==> src/rtl/hgc_pkg.sv <==
// Shared constants for the HGC VGA output stage: counter widths, palette indices,
// DAC levels per palette and the lock FSM state type.
package hgc_pkg;

    localparam int unsigned HCNT_W  = 11;
    localparam int unsigned VCNT_W  = 10;
    localparam int unsigned MATCH_W = 3;
    localparam int unsigned R_W     = 6;
    localparam int unsigned G_W     = 7;
    localparam int unsigned B_W     = 6;

    localparam logic [1:0] PAL_GREEN = 2'd0;
    localparam logic [1:0] PAL_AMBER = 2'd1;
    localparam logic [1:0] PAL_WHITE = 2'd2;

    typedef struct packed {
        logic [R_W-1:0] r;
        logic [G_W-1:0] g;
        logic [B_W-1:0] b;
    } rgb_t;

    localparam rgb_t GREEN_NORM  = '{r: 6'd0,  g: 7'd84,  b: 6'd0};
    localparam rgb_t GREEN_BRITE = '{r: 6'd0,  g: 7'd127, b: 6'd0};
    localparam rgb_t AMBER_NORM  = '{r: 6'd42, g: 7'd64,  b: 6'd0};
    localparam rgb_t AMBER_BRITE = '{r: 6'd63, g: 7'd96,  b: 6'd0};
    localparam rgb_t WHITE_NORM  = '{r: 6'd42, g: 7'd84,  b: 6'd42};
    localparam rgb_t WHITE_BRITE = '{r: 6'd63, g: 7'd127, b: 6'd63};

    typedef enum logic {
        StUnlocked,
        StLocked
    } lock_state_e;

    // Index 3 is treated as white as well.
    function automatic rgb_t pal_level(logic [1:0] pal, logic bright);
        rgb_t lvl;
        case (pal)
            PAL_GREEN: lvl = bright ? GREEN_BRITE : GREEN_NORM;
            PAL_AMBER: lvl = bright ? AMBER_BRITE : AMBER_NORM;
            default:   lvl = bright ? WHITE_BRITE : WHITE_NORM;
        endcase
        return lvl;
    endfunction

endpackage

==> src/rtl/hgc_vga_out_if.sv <==
// Signal bundle between the HGC core side and the VGA output stage.
interface hgc_vga_out_if;
    import hgc_pkg::*;

    logic           video;
    logic           intensity;
    logic           hsync;
    logic           vsync;
    logic [1:0]     pal_sel;
    logic [R_W-1:0] red;
    logic [G_W-1:0] green;
    logic [B_W-1:0] blue;
    logic           vga_hsync;
    logic           vga_vsync;
    logic           locked;

    modport master (
        output video, intensity, hsync, vsync, pal_sel,
        input  red, green, blue, vga_hsync, vga_vsync, locked
    );

    modport slave (
        input  video, intensity, hsync, vsync, pal_sel,
        output red, green, blue, vga_hsync, vga_vsync, locked
    );

endinterface

==> src/rtl/hgc_sync_tracker.sv <==
// Sync edge detection, horizontal/vertical position counters, active window decode
// and the line-length lock FSM. Inputs are the stage-1 registered syncs.
module hgc_sync_tracker
    import hgc_pkg::*;
#(
    parameter logic [HCNT_W-1:0]  H_BACK     = 11'd40,
    parameter logic [HCNT_W-1:0]  H_ACTIVE   = 11'd720,
    parameter logic [VCNT_W-1:0]  V_BACK     = 10'd20,
    parameter logic [VCNT_W-1:0]  V_ACTIVE   = 10'd348,
    parameter logic [MATCH_W-1:0] LOCK_LINES = 3'd4
) (
    input  logic clk,
    input  logic busreset,
    input  logic hsync,
    input  logic vsync,
    output logic h_act,
    output logic v_act,
    output logic locked,
    output logic vsync_fall
);

    logic               hsync_prev, vsync_prev;
    logic               hsync_fall;
    logic [HCNT_W-1:0]  hcnt_q, hcnt_d, line_len_q;
    logic [VCNT_W-1:0]  vcnt_q, vcnt_d;
    logic [MATCH_W-1:0] match_q, match_d;
    lock_state_e        state_q, state_d;
    logic               hcnt_sat, len_eq;

    assign hsync_fall = hsync_prev & ~hsync;
    assign vsync_fall = vsync_prev & ~vsync;
    assign hcnt_sat   = &hcnt_q;
    assign len_eq     = (hcnt_q == line_len_q);

    always_comb begin
        hcnt_d = hcnt_sat ? hcnt_q : hcnt_q + 1'b1;
        if (hsync_fall) begin
            hcnt_d = '0;
        end
        vcnt_d = vcnt_q;
        if (vsync_fall) begin
            vcnt_d = '0;
        end else if (hsync_fall && !(&vcnt_q)) begin
            vcnt_d = vcnt_q + 1'b1;
        end
        match_d = match_q;
        if (hsync_fall) begin
            if (!len_eq) begin
                match_d = '0;
            end else if (match_q != LOCK_LINES) begin
                match_d = match_q + 1'b1;
            end
        end
    end

    // A saturated hcnt means hsync has gone away; it overrides any lock decision.
    always_comb begin
        state_d = state_q;
        case (state_q)
            StUnlocked: begin
                if (!hcnt_sat && hsync_fall && match_d == LOCK_LINES) begin
                    state_d = StLocked;
                end
            end
            StLocked: begin
                if (hcnt_sat || (hsync_fall && !len_eq)) begin
                    state_d = StUnlocked;
                end
            end
            default: state_d = StUnlocked;
        endcase
    end

    always_ff @(posedge clk) begin
        if (busreset) begin
            hsync_prev <= 1'b0;
            vsync_prev <= 1'b0;
            hcnt_q     <= '0;
            vcnt_q     <= '0;
            line_len_q <= '0;
            match_q    <= '0;
            state_q    <= StUnlocked;
        end else begin
            hsync_prev <= hsync;
            vsync_prev <= vsync;
            hcnt_q     <= hcnt_d;
            vcnt_q     <= vcnt_d;
            match_q    <= match_d;
            state_q    <= state_d;
            if (hsync_fall) begin
                line_len_q <= hcnt_q;
            end
        end
    end

    // One extra bit so the window upper bounds cannot wrap.
    logic [HCNT_W:0] h_hi;
    logic [VCNT_W:0] v_hi;

    assign h_hi   = {1'b0, H_BACK} + {1'b0, H_ACTIVE};
    assign v_hi   = {1'b0, V_BACK} + {1'b0, V_ACTIVE};
    assign h_act  = ({1'b0, hcnt_q} >= {1'b0, H_BACK}) && ({1'b0, hcnt_q} < h_hi);
    assign v_act  = ({1'b0, vcnt_q} >= {1'b0, V_BACK}) && ({1'b0, vcnt_q} < v_hi);
    assign locked = (state_q == StLocked);

endmodule

==> src/rtl/hgc_vga_out.sv <==
// HGC to VGA DAC output stage: two-register pipeline, frame-synchronous palette
// register and mono-to-RGB level mux, blanked until line timing is locked.
module hgc_vga_out
    import hgc_pkg::*;
#(
    parameter logic [HCNT_W-1:0]  H_BACK     = 11'd40,
    parameter logic [HCNT_W-1:0]  H_ACTIVE   = 11'd720,
    parameter logic [VCNT_W-1:0]  V_BACK     = 10'd20,
    parameter logic [VCNT_W-1:0]  V_ACTIVE   = 10'd348,
    parameter logic [MATCH_W-1:0] LOCK_LINES = 3'd4
) (
    input logic          clk,
    input logic          busreset,
    hgc_vga_out_if.slave bus
);

    logic       video_q, intensity_q, hsync_q, vsync_q;
    logic [1:0] pal_q;
    logic       h_act, v_act, locked, vsync_fall;
    rgb_t       pix;
    rgb_t       rgb_q;
    logic       vga_hsync_q, vga_vsync_q;

    hgc_sync_tracker #(
        .H_BACK     (H_BACK),
        .H_ACTIVE   (H_ACTIVE),
        .V_BACK     (V_BACK),
        .V_ACTIVE   (V_ACTIVE),
        .LOCK_LINES (LOCK_LINES)
    ) u_sync_tracker (
        .clk        (clk),
        .busreset   (busreset),
        .hsync      (hsync_q),
        .vsync      (vsync_q),
        .h_act      (h_act),
        .v_act      (v_act),
        .locked     (locked),
        .vsync_fall (vsync_fall)
    );

    always_comb begin
        pix = '0;
        if (video_q && h_act && v_act && locked) begin
            pix = pal_level(pal_q, intensity_q);
        end
    end

    always_ff @(posedge clk) begin
        if (busreset) begin
            video_q     <= 1'b0;
            intensity_q <= 1'b0;
            hsync_q     <= 1'b0;
            vsync_q     <= 1'b0;
            pal_q       <= PAL_GREEN;
            rgb_q       <= '0;
            vga_hsync_q <= 1'b0;
            vga_vsync_q <= 1'b0;
        end else begin
            video_q     <= bus.video;
            intensity_q <= bus.intensity;
            hsync_q     <= bus.hsync;
            vsync_q     <= bus.vsync;
            rgb_q       <= pix;
            vga_hsync_q <= hsync_q;
            vga_vsync_q <= vsync_q;
            // Palette only changes at frame start to avoid mid-frame tearing.
            if (vsync_fall) begin
                pal_q <= bus.pal_sel;
            end
        end
    end

    assign bus.red       = rgb_q.r;
    assign bus.green     = rgb_q.g;
    assign bus.blue      = rgb_q.b;
    assign bus.vga_hsync = vga_hsync_q;
    assign bus.vga_vsync = vga_vsync_q;
    assign bus.locked    = locked;

endmodule

==> src/flat_wrapper.sv <==
// flat-port wrapper written by rule: the top's interface ports become plain ports
module hgc_vga_out_flat import hgc_pkg::*;
#(
    parameter logic [HCNT_W-1:0]  H_BACK     = 11'd40,
    parameter logic [HCNT_W-1:0]  H_ACTIVE   = 11'd720,
    parameter logic [VCNT_W-1:0]  V_BACK     = 10'd20,
    parameter logic [VCNT_W-1:0]  V_ACTIVE   = 10'd348,
    parameter logic [MATCH_W-1:0] LOCK_LINES = 3'd4
)
  (clk, busreset, bus_video, bus_intensity, bus_hsync, bus_vsync, bus_pal_sel, bus_red, bus_green, bus_blue, bus_vga_hsync, bus_vga_vsync, bus_locked);
  hgc_vga_out_if bus_i ();
  input logic clk;
  input logic busreset;
  input wire logic [$bits(bus_i.video)-1:0] bus_video;
  input wire logic [$bits(bus_i.intensity)-1:0] bus_intensity;
  input wire logic [$bits(bus_i.hsync)-1:0] bus_hsync;
  input wire logic [$bits(bus_i.vsync)-1:0] bus_vsync;
  input wire logic [$bits(bus_i.pal_sel)-1:0] bus_pal_sel;
  output wire logic [$bits(bus_i.red)-1:0] bus_red;
  output wire logic [$bits(bus_i.green)-1:0] bus_green;
  output wire logic [$bits(bus_i.blue)-1:0] bus_blue;
  output wire logic [$bits(bus_i.vga_hsync)-1:0] bus_vga_hsync;
  output wire logic [$bits(bus_i.vga_vsync)-1:0] bus_vga_vsync;
  output wire logic [$bits(bus_i.locked)-1:0] bus_locked;
  assign bus_i.video = bus_video;
  assign bus_i.intensity = bus_intensity;
  assign bus_i.hsync = bus_hsync;
  assign bus_i.vsync = bus_vsync;
  assign bus_i.pal_sel = bus_pal_sel;
  assign bus_red = bus_i.red;
  assign bus_green = bus_i.green;
  assign bus_blue = bus_i.blue;
  assign bus_vga_hsync = bus_i.vga_hsync;
  assign bus_vga_vsync = bus_i.vga_vsync;
  assign bus_locked = bus_i.locked;
  hgc_vga_out #(.H_BACK(H_BACK), .H_ACTIVE(H_ACTIVE), .V_BACK(V_BACK), .V_ACTIVE(V_ACTIVE), .LOCK_LINES(LOCK_LINES)) u_core (.clk(clk), .busreset(busreset), .bus(bus_i));
endmodule
==> config.mk <==
export PLATFORM = sky130hd
export DESIGN_NAME = hgc_vga_out_flat
export DESIGN_NICKNAME = d
export VERILOG_FILES = /design/src/rtl/hgc_pkg.sv /design/src/rtl/hgc_vga_out_if.sv /design/src/rtl/hgc_sync_tracker.sv /design/src/rtl/hgc_vga_out.sv /design/src/flat_wrapper.sv
export SDC_FILE = /design/constraint.sdc
export NUM_CORES = 1
export LEC_CHECK = 0
export BUFFER_PORTS_ARGS = -buffer_cell sky130_fd_sc_hd__buf_4
export CAP_MARGIN = 30
export CORE_MARGIN = 2
export CORE_UTILIZATION = 31
export CTS_BUF_LIST = sky130_fd_sc_hd__clkbuf_4 sky130_fd_sc_hd__clkbuf_8
export DETAILED_ROUTE_END_ITERATION = 8
export GPL_TIMING_DRIVEN = 0
export PLACE_DENSITY = 0.61
export SETUP_SLACK_MARGIN = 0.05
export SYNTH_ARGS = -nofsm -noshare
export SYNTH_HDL_FRONTEND = slang
export SYNTH_SLANG_ARGS = --single-unit
==> constraint.sdc <==
create_clock -name clk -period 1.5 [get_ports clk]
set_input_delay 0.3 -clock clk [delete_from_list [all_inputs] [get_ports clk]]
set_output_delay 0.3 -clock clk [all_outputs]
set_load 0.005 [all_outputs]
==> results of run 1 <==
==> synth_stat cells, types with 2 or more instances <==
cell type / n / area share [%]
o31ai_1: 4 / 1.1
ha_1: 6 / 2.9
xnor2_1: 4 / 1.3
a21oi_1: 26 / 5.0
nand2_1: 30 / 4.3
nor3_4: 2 / 1.2
or4_1: 2 / 0.57
and4_1: 5 / 1.7
a211o_1: 2 / 0.67
o2111ai_1: 2 / 0.67
nor4b_2: 2 / 1.1
dfxtp_1: 52 / 40
and2_1: 4 / 0.96
or3_1: 3 / 0.72
xor2_1: 10 / 3.3
buf_4: 11 / 3.2
xor2_2: 4 / 2.5
nor2b_1: 11 / 2.6
nand4_2: 2 / 0.96
mux2i_1: 4 / 1.5
buf_2: 3 / 0.57
and3_1: 4 / 0.96
nand2b_1: 2 / 0.48
nand3_1: 4 / 0.77
o21ai_0: 3 / 0.57
nor3_1: 7 / 1.3
nor3b_1: 2 / 0.57
nor4_4: 2 / 1.6
nor2_1: 19 / 2.7
inv_1: 11 / 1.6
nand4_1: 7 / 1.7
a31oi_1: 2 / 0.48
buf_6: 2 / 0.86
nor4_1: 3 / 0.72
buf_12: 2 / 1.5
clkbuf_1: 7 / 1.0
==> per-stage QoR <==
step,util (%),total power (W)
floorplan,-,0.001573
global placement,36.26,0.001622
detailed placement,36.26,0.001627
CTS,39.73,0.002485
global route,41.66,0.002587
finish,41.66,0.002477
==> how the worst max path moves through the flow <==
stage | from | endpoint | slack (ns) | cells past startpoint
2_1_floorplan | u_core.u_sync_tracker.vcnt_q[1]$_SDFFE_PP0P_ | u_core.u_sync_tracker.vcnt_q[7]$_SDFFE_PP0P_ | 0.06 | 5
3_3_place_gp | u_core.u_sync_tracker.hcnt_q[1]$_SDFFE_PP0N_ | u_core.u_sync_tracker.hcnt_q[1]$_SDFFE_PP0N_ | -0.12 | 5
3_5_place_dp | u_core.u_sync_tracker.hcnt_q[1]$_SDFFE_PP0N_ | u_core.u_sync_tracker.hcnt_q[1]$_SDFFE_PP0N_ | -0.18 | 5
4_1_cts | u_core.u_sync_tracker.vcnt_q[1]$_SDFFE_PP0P_ | u_core.u_sync_tracker.vcnt_q[5]$_SDFFE_PP0P_ | -0.03 | 5
5_1_grt | u_core.u_sync_tracker.vcnt_q[1]$_SDFFE_PP0P_ | u_core.u_sync_tracker.vcnt_q[5]$_SDFFE_PP0P_ | -0.05 | 5
6_report | u_core.u_sync_tracker.vcnt_q[1]$_SDFFE_PP0P_ | u_core.u_sync_tracker.vcnt_q[5]$_SDFFE_PP0P_ | -0.02 | 5
==> critical path: stages, from the launching register on <==
cell	delay (ns)
dfxtp_4	0.37
ha_4	0.16
and2_4	0.15
and3_4	0.19
or4_1	0.46
a21oi_1	0.12
==> power by group through the flow <==
| stage | sequential [W] | clock [W] | combinational [W] |
|---|---|---|---|
| after floorplan | 0.00145 | 0 | 0.000126 |
| after global placement | 0.00145 | 0 | 0.000169 |
| after global routing | 0.00143 | 0.000931 | 0.000223 |
| after detailed placement | 0.00145 | 0 | 0.000173 |
| final | 0.00143 | 0.000844 | 0.000205 |
| after CTS | 0.00142 | 0.000878 | 0.000186 |
==> cell families after synthesis <==
kind of cell | count (synthesis)
xor gates and xnor gates | 18
AOI/OAI and AO/OA | 49
buffers and inverters | 38
muxes | 4
and+or+nand+nor | 116
DFF | 52
adders and majority gates | 6
==> metal layers <==
metal / vias to the layer above / wire (µm)
met5: - / 0
met4: 0 / 78
met3: 7 / 210
met2: 41 / 2736
met1: 1021 / 2759
li1: 1072 / -
==> state kept, by name (all words and copies together) (netlist names), 2 cells and up <==
register and count:
u_core.bus.blue 2, u_core.bus.red 2, u_core.u_sync_tracker.line_len_q 11, u_core.u_sync_tracker.hcnt_q 11
u_core.u_sync_tracker.vcnt_q 10, u_core.pal_q 2, u_core.u_sync_tracker.match_q 3, u_core.bus.green 4
==> cell type report <==
type / instances / area (µm²) / share of cell area (%)
tap: 105 / 131.4 / 3.838
sequential: 52 / 1066 / 31.14
buffer: 24 / 212.7 / 6.213
clock inverter: 3 / 25.02 / 0.7310
clock buffer: 5 / 68.82 / 2.010
inverter: 11 / 41.29 / 1.206
timing repair buffer: 48 / 371.6 / 10.86
multi-input combinational: 193 / 1506 / 44.01
==> what timing repair did <==
| action | 4_1_cts | 5_1_grt |
|---|---|---|
| hold endpoints to repair | 0 | 0 |
| pin swaps | 8 | 19 |
| gates resized for setup | 30 | 36 |
| endpoints found under the setup margin | 21 | 42 |
| setup buffers | 13 | 7 |
==> summary.txt, run 1 <==
Detailed routing
  • Initial DRC count: 92
  • Vias: 2141
  • Routed vias/inst: 4.855
  • Drt total wl: 5.785 mm
  • DRC: 0
  • Iteration count of the initial detailed-routing pass: 4
  • Final ANT Viol Nets: 0
  • Post-DR wirelength/cell: 13.12 µm

Finish
  • Design area: 3423 µm²
  • Non-Filler Instances: 441
  • Layout cells sized above 1: 38.39%
  • Commonest non-fill, non-tap cell in the layout: buf_4
  • Synthesis-to-layout area growth: 30.85%
  • Most frequent cells in the layout: 57 x buf_4, 40 x dfxtp_1, 29 x nand2_1, 25 x a21oi_1, 19 x nor2_1
  • Fillers: 785
  • NumNets Final: 349
  • Diodes inserted: 0

Yosys
  • Synthesized area: 2616 µm²
  • Post-synthesis async set-or-reset flop share: 0%
  • Main synth FF type: dfxtp_1
  • Largest family of logic cells by synthesized area: simple AND/OR/NAND/NOR gates
  • Compound-Gate Fraction of Synth Area: 12.15%
  • Mux share of post-synthesis cell area: 1.530%
  • Post-synthesis adder-cell area fraction: 2.869%
  • Post-synth EDFFs: 0
  • Number of synthesized register bits: 52
  • Ys Warns: 0
  • Post-Synthesis Cells: 283
  • Post-Synth XOR/XNOR Area: 7.174%
  • Post-synthesis cell type count: 53
  • Average size of a mapped cell: 9.245 µm²
  • Simple-Gate Fraction of Synth Area: 26.69%
  • Share of the yosys chip area belonging to registers: 39.79%
  • Post-Synthesis Net Count: 297

Setup path
  • Setup slack, reg-to-reg: -0.02 ns
  • FF-to-FF path depth: 5
  • Worst EP arrival: 1.77 ns
  • R2r startpoint: u_core.u_sync_tracker.vcnt_q[1]$_SDFFE_PP0P_
  • Crit Path Max Fanout: 4
  • Crit. End Element: flip-flop
  • Crit start category: flip-flop
  • WS Path Type: reg2reg
  • End of the worst register-to-register path: u_core.u_sync_tracker.vcnt_q[5]$_SDFFE_PP0P_
  • CP required: 1.75 ns

Floorplan
  • Die Wd: 95.87 µm
  • Initial Util: 31.84%
  • Site row count: 33
  • # IOs: 30
  • Die ar.: 9190 µm²
  • Overall die height: 95.87 µm
  • Core Area: 8217 µm²

Global route
  • Initial antenna violation count: 0
  • Total GRT Usage: 13.01%
  • GR peak layer: met2
  • Met2 usage: 20.45%
  • First-pass GRT wire length: 9.459 mm
  • Largest net degree at the start of global routing: 19
  • Grt total ovfl: 0
  • Met1 usage: 17.99%
  • Vias in the first global route: 1990
  • M3 GR Usage: 2.349%

CTS
  • Clock-pin slew on the worst setup and hold paths: 0.10 ns
  • CTS buffer count: 5
  • Clock Root Buffer: clkbuf_8
  • Worst-skew pair later-pin latency: 0.31 ns
  • CTS sink cnt: 52
  • Clock H-tree levels: 2
  • CTS tree: yes
  • CTS hold repair buffers: 0
  • CTS max path bufs: 2

Power
  • Comb pwr share: 8.3%
  • NetSw: 0.0006349 W
  • Sequential Power Share: 57.6%
  • PwrDens: 723.6 nW/µm²
  • Leak pwr: 1.353 nW
  • Switch share: 25.63%
  • Internal: 0.001842 W
  • Peak supply drop: 0.4350 mV
  • Clock share of power: 34.1%

Placement
  • Dpl cells: 416
  • GPL Wtd Cong: 0.8297
  • Post-DP HPWL: 3.838 mm
  • IO buf count: 28
  • Post-place setup slack: -0.1778 ns
  • Post-DP Area: 2979 µm²

Min path
  • Hold/Removal Path Class: in2reg
  • Hold Crit Depth: 2
  • Hold_sp: busreset
  • Worst Hold End: u_core.u_sync_tracker.locked$_SDFF_PP0_

STA
  • Post-route setup slack: -0.02283 ns
  • Period utilization: 101.5%
  • Slew @ Worst Pin: 0.5934 ns
  • F_max: 0.6567 GHz
  • Unrepaired setup endpoints after global routing: true
  • Crit path time final: 1.523 ns
  • Setup TNS: -0.02283 ns
  • Clock Skew: 0.006673 ns
  • Final hold slack: 0.1631 ns
  • Fin. Hold Viols: 0
  • Headroom to the max-slew limit: 60.44%
  • Slew Limit Fails: 0
  • Final setup fails: 1

Outcome
  • Status: finished with violations
  • Failing checks: setup timing

Run
  • Max-cap viol count: 0
No activity file was read; power rests on OpenSTA's default activity.
==> run 2, diff against run 1 <==
==> constraint.sdc (replaced) <==
create_clock -name clk -period 1.3 [get_ports clk]
set_input_delay 0.26 -clock clk [delete_from_list [all_inputs] [get_ports clk]]
set_output_delay 0.26 -clock clk [all_outputs]
set_load 0.005 [all_outputs]
==> run 2 against run 1 <==
The run still ends with setup timing left. Non-clock buffer count grew 11. Clock skew grew 0.00070 ns. Via count grew 3.3%. Utilization grew 3.6 points. Global-route usage grew 0.78 points. Final cell count grew 2.5%. Combinational power grew 31%. Final area grew 8.6%. Sequential share of layout area shrank 1.8 points. Sequential power grew 14%. Die area is the same. Worst setup slack lost 0.15 ns. Critical endpoint unchanged. Largest cell class unchanged. Highest routed layer unchanged.
==> summary.txt, run 2 (synthesized netlist as in run 1, its figures left out) <==
Outcome
  • Status: finished with violations
  • Failing checks: setup timing

Setup path
  • Crit path cell chain: ha_4 -> and2_4 -> and3_4 -> or4_4 -> a21oi_2
  • Worst stage delay on the critical path: 0.42 ns
  • Crit Path Max Fanout: 4
  • Crit. End Element: flip-flop
  • Worst EP arrival: 1.72 ns
  • WS Path Type: reg2reg
  • Crit-path leading delay family: simple AND/OR/NAND/NOR gates
  • Slowest CP cell: or4_4
  • Setup slack, reg-to-reg: -0.17 ns
  • CP required: 1.55 ns
  • Crit start category: flip-flop
  • Worst path bufs/invs: 0

Global route
  • Met2 usage: 24.48%
  • GR peak layer: met2
  • Total GRT Usage: 13.78%
  • Grt total ovfl: 0
  • First-pass GRT wire length: 9.873 mm
  • Initial antenna violation count: 0
  • Met1 usage: 17.19%
  • Vias in the first global route: 2098
  • Largest net degree at the start of global routing: 18
  • M3 GR Usage: 2.428%

CTS
  • CTS max path bufs: 2
  • Clock H-tree levels: 2
  • CTS buffer count: 5
  • CTS hold repair buffers: 0
  • Worst-skew pair later-pin latency: 0.30 ns
  • CTS sink cnt: 52
  • Clock-pin slew on the worst setup and hold paths: 0.10 ns
  • CTS tree: yes
  • Clock Root Buffer: clkbuf_8

Detailed routing
  • Vias: 2212
  • Routed vias/inst: 4.894
  • Initial DRC count: 92
  • Iteration count of the initial detailed-routing pass: 4
  • Final ANT Viol Nets: 0
  • Drt total wl: 6.061 mm
  • DRC: 0
  • Post-DR wirelength/cell: 13.41 µm

STA
  • Clock Skew: 0.007374 ns
  • F_max: 0.6794 GHz
  • Final setup fails: 18
  • Fin. Hold Viols: 0
  • Unrepaired setup endpoints after global routing: true
  • Headroom to the max-slew limit: 63.69%
  • Slew @ Worst Pin: 0.5446 ns
  • Setup TNS: -1.522 ns
  • Crit path time final: 1.472 ns
  • Period utilization: 113.2%
  • Slew Limit Fails: 0
  • Post-route setup slack: -0.1719 ns

Floorplan
  • Initial Util: 31.84%
  • # IOs: 30
  • Die ar.: 9190 µm²
  • Overall die height: 95.87 µm
  • Die Wd: 95.87 µm
  • Core Area: 8217 µm²
  • Site row count: 33

Placement
  • GPL Wtd Cong: 0.8042
  • Dpl cells: 416
  • Post-DP HPWL: 3.915 mm
  • IO buf count: 28
  • Post-DP Area: 3060 µm²

Finish
  • Footprint of the multi-input gates: 1625 µm²
  • Commonest non-fill, non-tap cell in the layout: buf_4
  • Non-Filler Instances: 452
  • Largest regs: u_core.u_sync_tracker.hcnt_q (11), u_core.u_sync_tracker.line_len_q (11), u_core.u_sync_tracker.vcnt_q (10)
  • NumNets Final: 360
  • Most frequent cells in the layout: 59 x buf_4, 31 x dfxtp_1, 28 x nand2_1, 20 x a21oi_1, 18 x nor2_1
  • Post-route core utilization: 45.24%
  • Diodes inserted: 0
  • Fillers: 794
  • Design area: 3717 µm²
  • Synthesis-to-layout area growth: 42.09%
  • Layout cells sized above 1: 49.28%
  • Register area: 1092 µm²

Power
  • PwrDens: 815.5 nW/µm²
  • Peak supply drop: 0.4680 mV
  • Leak pwr: 1.496 nW

Run
  • Max-cap viol count: 0

Min path
  • Hold/Removal Path Class: in2reg
[run 2: cell count changes in the layout (fill, tap and decap cells not counted), sizes merged]
| cell | before | now |
|---|---|---|
| bufinv | 0 | 1 |
| inv | 13 | 12 |
| buf | 66 | 77 |
[run 2: through the flow]
| step | hold WS [ns] | setup WS [ns] | power, W |
|---|---|---|---|
| 2_1_floorplan | 0.3882 | -0.1395 | 0.001818 |
| 3_3_place_gp | 0.4485 | -0.1796 | 0.001875 |
| 3_5_place_dp | 0.4495 | -0.2010 | 0.001879 |
| 4_1_cts | 0.1156 | -0.2008 | 0.003047 |
| 5_1_grt | 0.1085 | -0.2491 | 0.003179 |
| 6_report | 0.1260 | -0.1719 | 0.003031 |
[run 2: layout make-up]
| type | count | area share, % |
|---|---|---|
| Buffer | 24 | 6.126 |
| Timing Repair Buffer | 59 | 13.03 |
| Multi-Input combinational cell | 193 | 43.72 |
| Sequential cell | 52 | 29.38 |
| Clock buffer | 5 | 1.851 |
| Tap cell | 105 | 3.534 |
| Inverter | 11 | 1.111 |
| Clock inverter | 3 | 1.245 |
[run 2: metal layers]
metal,up-vias,part of all wire [%]
met1,1072,46
met4,0,0.79
met5,-,0
met3,5,2.6
met2,38,50
li1,1097,-
[run 2: worst paths after layout]
check	from	to	cells past startpoint
hold / removal	busreset	u_core.bus.vga_hsync$_SDFF_PP0_	2
hold reg to reg	u_core.u_sync_tracker.line_len_q[4]$_SDFFE_PP0P_	u_core.u_sync_tracker.line_len_q[4]$_SDFFE_PP0P_	2
setup reg to reg	u_core.u_sync_tracker.vcnt_q[1]$_SDFFE_PP0P_	u_core.u_sync_tracker.vcnt_q[5]$_SDFFE_PP0P_	5
setup / recovery	u_core.u_sync_tracker.vcnt_q[1]$_SDFFE_PP0P_	u_core.u_sync_tracker.vcnt_q[5]$_SDFFE_PP0P_	5
[run 2: power breakdown]
group,total (W),switching (W),internal [W]
logic,0.000268,0.000130,0.000137
registers,0.00163,0.0000281,0.00160
clock network,0.00113,0.000552,0.000580
[run 2: worst reg2reg max path: cells and delay by family (launching register included)]
| family | cells | cell delay (ns) |
|---|---|---|
| and+or+nand+nor | 3 | 0.75 |
| AOI/OAI and AO/OA | 1 | 0.13 |
| DFF | 1 | 0.37 |
| adders and majority gates | 1 | 0.16 |
[run 2: repair_timing]
action / CTS / global route
buffers inserted: 26 / 6
resized for setup: 42 / 49
pin swaps: 30 / 27
endpoints found under the setup margin: 42 / 40
==> run 3, diff against run 2 <==
--- a/config.mk
+++ b/config.mk
@@ -7,12 +7,14 @@
 export LEC_CHECK = 0
 export BUFFER_PORTS_ARGS = -buffer_cell sky130_fd_sc_hd__buf_4
 export CAP_MARGIN = 30
+export CELL_PAD_IN_SITES_DETAIL_PLACEMENT = 0
+export CELL_PAD_IN_SITES_GLOBAL_PLACEMENT = 1
 export CORE_MARGIN = 2
 export CORE_UTILIZATION = 31
 export CTS_BUF_LIST = sky130_fd_sc_hd__clkbuf_4 sky130_fd_sc_hd__clkbuf_8
 export DETAILED_ROUTE_END_ITERATION = 8
 export GPL_TIMING_DRIVEN = 0
-export PLACE_DENSITY = 0.61
+export PLACE_DENSITY = 0.73
 export SETUP_SLACK_MARGIN = 0.05
 export SYNTH_ARGS = -nofsm -noshare
 export SYNTH_HDL_FRONTEND = slang
==> run 3 against run 2 <==
The run still ends with setup timing left. Sequential power about the same. Non-clock buffer count increased by 3. Final area increased by 0.57%. Utilization increased by 0.26 points. Critical path depth unchanged. Die area unchanged. Critical path type unchanged. Critical endpoint unchanged. Largest power group unchanged.
==> summary.txt, run 3 (synthesized netlist as in run 1, its figures left out) <==
Outcome
  • Status: finished with violations
  • Failing checks: setup timing

Global route
  • Total GRT Usage: 13.62%
  • Grt total ovfl: 0
  • Largest net degree at the start of global routing: 19
  • Vias in the first global route: 2023
  • First-pass GRT wire length: 9.701 mm
  • Initial antenna violation count: 0

Placement
  • Post-DP Area: 3060 µm²
  • Dpl cells: 416
  • GPL Wtd Cong: 0.7955
  • Post-DP HPWL: 3.992 mm
  • IO buf count: 28

Floorplan
  • Initial Util: 31.84%
  • Die ar.: 9190 µm²
  • Overall die height: 95.87 µm
  • # IOs: 30
  • Site row count: 33
  • Die Wd: 95.87 µm
  • Core Area: 8217 µm²

Run
  • Max-cap viol count: 0

Finish
  • Non-Filler Instances: 455
  • Largest regs: u_core.u_sync_tracker.hcnt_q (11), u_core.u_sync_tracker.line_len_q (11), u_core.u_sync_tracker.vcnt_q (10)
  • NumNets Final: 363
  • Commonest non-fill, non-tap cell in the layout: buf_4
  • Layout cells sized above 1: 48.29%
  • Synthesis-to-layout area growth: 42.90%
  • Diodes inserted: 0
  • Most frequent cells in the layout: 59 x buf_4, 33 x dfxtp_1, 28 x nand2_1, 22 x a21oi_1, 17 x nor2_1
  • Design area: 3739 µm²

Detailed routing
  • Final ANT Viol Nets: 0
  • Routed vias/inst: 4.749
  • Iteration count of the initial detailed-routing pass: 6
  • Vias: 2161
  • DRC: 0
  • Initial DRC count: 49
  • Drt total wl: 6.167 mm
  • Post-DR wirelength/cell: 13.55 µm

Setup path
  • Crit. End Element: flip-flop
  • Setup slack, reg-to-reg: -0.26 ns
  • WS Path Type: reg2reg
  • Crit Path Max Fanout: 5
  • Crit start category: flip-flop
  • End of the worst register-to-register path: u_core.u_sync_tracker.vcnt_q[5]$_SDFFE_PP0P_
  • FF-to-FF path depth: 5
  • Worst EP arrival: 1.81 ns
  • CP required: 1.55 ns
  • R2r startpoint: u_core.u_sync_tracker.vcnt_q[1]$_SDFFE_PP0P_

STA
  • Period utilization: 119.6%
  • Post-route setup slack: -0.2553 ns
  • Crit path time final: 1.555 ns
  • Fin. Hold Viols: 0
  • Final setup fails: 21
  • Slew @ Worst Pin: 0.5927 ns
  • F_max: 0.6430 GHz
  • Final hold slack: 0.1185 ns
  • Unrepaired setup endpoints after global routing: true
  • Clock Skew: 0.004311 ns
  • Headroom to the max-slew limit: 60.49%
  • Slew Limit Fails: 0

Min path
  • Worst Hold End: u_core.bus.vga_hsync$_SDFF_PP0_
  • Hold/Removal Path Class: in2reg
  • Hold Crit Depth: 2
  • Hold_sp: busreset

CTS
  • CTS buffer count: 5
  • CTS sink cnt: 52
  • CTS hold repair buffers: 0
  • Worst-skew pair later-pin latency: 0.31 ns
  • Clock Root Buffer: clkbuf_8
  • Clock H-tree levels: 2
  • Clock-pin slew on the worst setup and hold paths: 0.10 ns
  • CTS max path bufs: 2
  • CTS tree: yes

Power
  • PwrDens: 775.6 nW/µm²
  • Switch share: 26.23%
  • Peak supply drop: 0.6029 mV
  • NetSw: 0.0007606 W
  • Leak pwr: 1.496 nW
  • Clock share of power: 34.5%
  • Internal: 0.002139 W
  • Comb pwr share: 9.0%
  • Sequential Power Share: 56.6%
==> run 3: stage by stage <==
step           TNS [ns]  setup slack [ns]  utilization [%]  total power (W)
5_1_grt          -4.066           -0.2972            45.50         0.003024
2_1_floorplan   -0.3382           -0.1395                -         0.001818
6_report         -2.084           -0.2553            45.50         0.002900
4_1_cts          -1.300           -0.2335            41.95         0.002879
3_5_place_dp     -2.946           -0.2211            37.25         0.001881
3_3_place_gp     -2.808           -0.2047            37.25         0.001877
==> run 3: power groups by stage <==
stage	clock [W]	combinational, W	sequential, W
after global placement	0	0.000198	0.00168
final	0.000999	0.000260	0.00164
after floorplan	0	0.000146	0.00167
after global routing	0.00110	0.000284	0.00164
after detailed placement	0	0.000201	0.00168
after CTS	0.00103	0.000209	0.00165
==> run 3: final cells by class <==
type,count,area [µm²]
timing repair buffer,62,526.8
fill,783,4478
inverter,11,41.29
clock buffer,5,68.82
sequential,52,1085
clock inverter,3,26.28
multi-input combinational,193,1634
buffer,24,225.2
tap,105,131.4
==> run 3: worst max-delay path: stages (launching register included) <==
cell and delay (ns):
dfxtp_4 0.36, ha_4 0.16, and2_4 0.15, and3_4 0.19, or4_4 0.48, a21oi_2 0.15
==> run 3: how the worst max path moves through the flow <==
stage,startpoint,cells after the start,end,slack [ns]
2_1_floorplan,u_core.u_sync_tracker.vcnt_q[1]$_SDFFE_PP0P_,5,u_core.u_sync_tracker.vcnt_q[7]$_SDFFE_PP0P_,-0.14
3_3_place_gp,u_core.u_sync_tracker.hcnt_q[3]$_SDFFE_PP0N_,5,u_core.u_sync_tracker.locked$_SDFF_PP0_,-0.20
3_5_place_dp,u_core.u_sync_tracker.hcnt_q[3]$_SDFFE_PP0N_,5,u_core.u_sync_tracker.locked$_SDFF_PP0_,-0.22
4_1_cts,u_core.u_sync_tracker.vcnt_q[1]$_SDFFE_PP0P_,5,u_core.u_sync_tracker.vcnt_q[5]$_SDFFE_PP0P_,-0.23
5_1_grt,u_core.u_sync_tracker.vcnt_q[1]$_SDFFE_PP0P_,5,u_core.u_sync_tracker.vcnt_q[5]$_SDFFE_PP0P_,-0.30
6_report,u_core.u_sync_tracker.vcnt_q[1]$_SDFFE_PP0P_,5,u_core.u_sync_tracker.vcnt_q[5]$_SDFFE_PP0P_,-0.26
==> run 3: metal layers <==
metal  vias to the layer above  track usage [%]  share of wire (%)
li1                       1110                -                  -
met1                      1013            17.86                 46
met2                        33            22.90                 50
met3                         5            2.428                2.9
met4                         0            3.929               0.89
met5                         -                0                  0
==> run 3: repair_timing <==
item / in CTS / in global routing
gates resized for setup: 42 / 44
setup endpoints to repair: 42 / 42
buffers inserted: 18 / 16
gates cloned: 0 / 0
pin swaps: 18 / 26
endpoints found under the hold margin: 0 / 0
